--- src/rtl/if_stage.sv ---
// MIPS fetch stage: PC register, next-PC select, instruction ROM addressing and IF/ID register.
// Optional macro IF_BOUND_CHECK_EN adds a sticky fetch_err flag for misaligned/out-of-ROM PCs.
module if_stage #(
   parameter logic [31:0] PC_RESET = 32'h0000_3000,
   parameter int          IM_AW    = 10
) (
   input  logic             clk,
   input  logic             reset,
   input  logic             stall,
   input  logic             redirect,
   input  logic [31:0]      redirect_pc,
   output logic [IM_AW-1:0] im_addr,
   input  logic [31:0]      im_instr,
   output logic [31:0]      if_pc,
   output logic [31:0]      id_instr,
   output logic [31:0]      id_pc,
   output logic [31:0]      id_pc8,
   output logic [31:0]      fetch_cnt
`ifdef IF_BOUND_CHECK_EN
   ,
   output logic             fetch_err
`endif
);

   logic [31:0] pc_q, pc_d;
   logic [31:0] id_instr_q, id_instr_d;
   logic [31:0] id_pc_q, id_pc_d;
   logic [31:0] id_pc8_q, id_pc8_d;
   logic [31:0] cnt_q, cnt_d;
   logic        fetch_bad;

`ifdef IF_BOUND_CHECK_EN
   logic        err_q, err_d;
   // 33-bit limit so PC_RESET near the top of the address space cannot wrap
   logic [32:0] pc_lim;
   assign pc_lim    = {1'b0, PC_RESET} + (33'd1 << (IM_AW + 2));
   assign fetch_bad = (pc_q[1:0] != 2'b00) || (pc_q < PC_RESET) ||
                      ({1'b0, pc_q} >= pc_lim);
   assign fetch_err = err_q;
`else
   assign fetch_bad = 1'b0;
`endif

   assign im_addr   = IM_AW'((pc_q - PC_RESET) >> 2);
   assign if_pc     = pc_q;
   assign id_instr  = id_instr_q;
   assign id_pc     = id_pc_q;
   assign id_pc8    = id_pc8_q;
   assign fetch_cnt = cnt_q;

   always_comb begin
      pc_d       = pc_q;
      id_instr_d = id_instr_q;
      id_pc_d    = id_pc_q;
      id_pc8_d   = id_pc8_q;
      cnt_d      = cnt_q;
`ifdef IF_BOUND_CHECK_EN
      err_d      = err_q;
`endif
      // Stall freezes everything, including a pending redirect; ID re-presents it later
      if (!stall) begin
         pc_d       = redirect ? redirect_pc : pc_q + 32'd4;
         id_instr_d = fetch_bad ? 32'h0 : im_instr;
         id_pc_d    = pc_q;
         id_pc8_d   = pc_q + 32'd8;
         cnt_d      = cnt_q + 32'd1;
`ifdef IF_BOUND_CHECK_EN
         err_d      = err_q | fetch_bad;
`endif
      end
   end

   always_ff @(posedge clk or posedge reset) begin
      if (reset) begin
         pc_q       <= PC_RESET;
         id_instr_q <= 32'h0;
         id_pc_q    <= 32'h0;
         id_pc8_q   <= 32'h0;
         cnt_q      <= 32'h0;
`ifdef IF_BOUND_CHECK_EN
         err_q      <= 1'b0;
`endif
      end else begin
         pc_q       <= pc_d;
         id_instr_q <= id_instr_d;
         id_pc_q    <= id_pc_d;
         id_pc8_q   <= id_pc8_d;
         cnt_q      <= cnt_d;
`ifdef IF_BOUND_CHECK_EN
         err_q      <= err_d;
`endif
      end
   end

endmodule

--- config.mk ---
export PLATFORM = sky130hd
export DESIGN_NAME = if_stage
export DESIGN_NICKNAME = d
export VERILOG_FILES = /design/src/rtl/if_stage.sv
export SDC_FILE = /design/constraint.sdc
export NUM_CORES = 1
export LEC_CHECK = 0
export ABC_AREA = 1
export CAP_MARGIN = 20
export CORE_MARGIN = 2
export CORE_UTILIZATION = 48
export CTS_CLUSTER_SIZE = 25
export DETAILED_ROUTE_END_ITERATION = 7
export PLACE_DENSITY = 0.91
export SETUP_SLACK_MARGIN = 0.2
export SYNTH_ARGS = -nofsm -noshare
export SYNTH_HDL_FRONTEND = slang
export SYNTH_SLANG_ARGS = --single-unit
--- constraint.sdc ---
create_clock -name clk -period 6.05 [get_ports clk]
set_input_delay 0.605 -clock clk [delete_from_list [all_inputs] [get_ports clk]]
set_output_delay 0.605 -clock clk [all_outputs]
set_load 0.02 [all_outputs]
==> run_results.csv <==
group,metric,value,unit
run_status,status,"complete, no violations",
cells_and_area,antenna_cells,0,
synth,synth-seq-cells,157,
sta,layout_min_cycle_time,2.348,ns
sta,rsz0062_at_grt,"no",
detailed_routing,vias,7740,
power_and_ir_drop,switchingPower,1.098,mW
cells_and_area,syn_to_final_growth,38.37,%
worst_setup_path,worstPathMaxFanout,8,
cells_and_area,layout.nets,1314,
power_and_ir_drop,seqPwrFrac,39.4,%
sta,hold_slack,0.4787,ns
synth,yosys.area.top_type,"dfrtp_1",
clocking,cts.sinks,157,
synth,synth_edf_count,0,
worst_setup_path,end_kind,"primary output",
clocking,postCtsSetupBuffers,0,
sta,slew_headroom,36.25,%
place,port_buffers,237,
global_route,use_met3,5.632,%
sta,fin_skew,0.009291,ns
floorplan,die_w,132.7,um
sta,tightestPinTransition,0.9563,ns
synth,synth_area_leaders,"dfrtp_1 (49%), nand2_1 (19%), nor2_1 (4.5%)",
detailed_routing,wl,23370,um
synth,yosysUniqueCellTypes,34,
sta,hold_viol_final,0,
sta,fmax,425.9,MHz
synth,async_reset_ff_share,100.0,%
floorplan,die_area,17600,um^2
worst_setup_path,cp-start-kind,"flip-flop",
global_route,grt_max_degree,108,
clocking,htreeDepth,4,
worst_setup_path,worstPathRequired,5.44,ns
clocking,clk_latency,0.43,ns
global_route,grt_antenna_before_repair,1,
sta,fin_crit_sh,38.81,%
clocking,ctsResizeCount,0,
power_and_ir_drop,power.share.combinational,27.0,%
global_route,grt.total_usage,26.87,%
clocking,cts_tree,"built",
detailed_routing,drt_iter0_drc,679,
detailed_routing,wl_per_cell,15.84,um
clocking,cts_buffers,17,
worst_setup_path,criticalPathCategory,"flip-flop to primary output",
power_and_ir_drop,p_int,2.304,mW
synth,synthFlopType,"dfrtp_1",
detailed_routing,ant_nets,0,
synth,yosys.area_share.simple,34.42,%
power_and_ir_drop,pwr-share-clk,33.6,%
flow_run,max_cap_viol_count,0,
synth,synth_cells,1028,
global_route,first_global_vias,7669,
floorplan,initial_utilization,48.43,%
global_route,busiest_layer,"met2",
global_route,grtUsageMet1,34.16,%
place,gp_congestion,0.9542,
synth,yosysSeqAreaShare,49.47,%
synth,synth_nets,1099,
clocking,clock-root-buffer,"clkbuf_16",
synth,synth_compound_area_share,5.574,%
synth,synth_top_family_by_area,"simple AND/OR/NAND/NOR gates",
detailed_routing,vias_per_cell,5.244,
cells_and_area,drive_gt1_share,6.768,%
cells_and_area,instances_no_fill,1476,
synth,muxShareOfSynthArea,0,%
hold_path,hp-class,"flip-flop to flip-flop",
worst_setup_path,cp.buffers_inverters,1,
sta,tns,0,ns
synth,synthAdderAreaFrac,0.4724,%
synth,synth_area_per_cell,7.730,um^2
power_and_ir_drop,p_sw_share,32.28,%
place,dpl.hpwl,16460,um
sta,finalSetupViolations,0,
worst_setup_path,cp_cell_sequence,"clkdlybuf4s50_1",
global_route,gr-total-overflow,0,
global_route,grtUsageMet2,42.95,%
clocking,hold_buffers,0,
detailed_routing,drc,0,
floorplan,die_h,132.7,um
power_and_ir_drop,pwr_density_cell,309.5,nW/um^2
global_route,grt_pass1_wl,37730,um
detailed_routing,drt_first_pass_iters,6,
place,place_inst,1444,
floorplan,ios,238,
synth,yosysMostFrequentCell,"nand2_1",
synth,synth_area,7946,um^2
sta,drv_slew,0,
cells_and_area,fillers,1287,
power_and_ir_drop,p_leak,4.990,nW
synth,synth_top_area_share,48.81,%
synth,synth-xor-area-share,3.527,%
worst_setup_path,critPathSlowestCell,"clkdlybuf4s50_1",
worst_setup_path,cp_top_family,"buffers and inverters",
worst_setup_path,arrival,1.74,ns
floorplan,rows,47,
clocking,clockBufferDepth,2,
clocking,clk_pin_slew,0.06,ns
worst_setup_path,worst_path_largest_cell_delay,0.70,ns
synth,ys_warn_count,0,
power_and_ir_drop,worst_ir_drop_vdd,0.0002264,V
floorplan,core_area,16410,um^2
synth,netlist_top_cells_count,"nand2_1 (403), dfrtp_1 (155), nor2_1 (95)",
==> power groups by stage <==
stage	sequential [mW]	clock, mW	combinational [mW]
final	1.34	1.14	0.918
after global routing	1.36	1.19	0.985
after CTS	1.34	1.15	0.922
after global placement	1.35	0	0.898
after detailed placement	1.35	0	0.914
after floorplan	1.49	0	0.323
==> routing by layer <==
| layer | wire length, um | up-vias |
|---|---|---|
| li1 | - | 3653 |
| met2 | 11010 | 395 |
| met4 | 1057 | 2 |
| met1 | 9350 | 3611 |
| met3 | 1936 | 79 |
| met5 | 16 | - |
==> cell type report <==
class                   count  area, um^2  share of cell area [%]
multi-input cells         756        3496                   31.79
well taps                 220       275.3                   2.503
clock buffers              22       464.2                   4.222
repair buffers            241        2400                   21.83
inverters                  70       267.8                   2.435
flip-flops and latches    157        3931                   35.75
clock inverters            10       161.4                   1.468
==> registers in the layout, summed over array words and instances, names as in the netlist <==
register and cells:
id_pc 32, fetch_cnt 32, if_pc 32, id_pc8 29, id_instr 32
==> tightest hold or removal path, stage by stage, from the launching register on <==
cell	delay, ns
dfrtp_1	0.34
nand2_1	0.06
nand2_1	0.05
==> cells in the final DEF (no fill, tap or decap), types with 4 or more instances in the layout <==
cell type and instances:
nor2_4 10, buf_4 5, o211ai_1 4, xor2_1 21, nand3_1 71, nor2_2 19, xnor2_1 11, a21oi_1 9
a31oi_1 7, nand2_2 12, o22ai_1 6, clkdlybuf4s50_1 236, clkbuf_16 17, dfrtp_1 155, nand2_1 403, o21ai_0 48
nor2_1 95, nand3b_1 6, nor3_1 11, bufinv_16 4, o21ai_1 6, inv_1 67, nand4_1 7
==> per-stage QoR <==
| step | utilization, % | setup WS, ns | instance area [um^2] | total power [mW] |
|---|---|---|---|---|
| CTS | 67.02 | 3.709 | 11000 | 3.412 |
| floorplan | - | 1.213 | 7946 | 1.817 |
| detailed placement | 63.20 | 3.340 | 10370 | 2.266 |
| global route | 67.02 | 3.565 | 11000 | 3.536 |
| finish | 67.02 | 3.702 | 11000 | 3.403 |
| global placement | 63.20 | 3.380 | 10370 | 2.247 |
==> path summary, 6_finish.rpt <==
kind	depth (start not counted)	from	to	slack (ns)
setup reg to reg	7	if_pc[2]	if_pc[20]	4.10
min in group asynchronous	2	reset	if_pc[18]	0.79
max in group asynchronous	3	reset	id_instr[14]	4.02
hold / removal	2	id_instr[10]	id_instr[10]	0.48
hold reg to reg	2	id_instr[10]	id_instr[10]	0.48
setup / recovery	1	if_pc[9]	if_pc[9]	3.70
==> kinds of logic after synthesis <==
logic type / after synthesis
fa+ha+maj: 3
buf+inv: 115
compound gates: 82
xor+xnor: 32
simple gates: 639
flops: 157
Power figures use the tool's default switching activity.
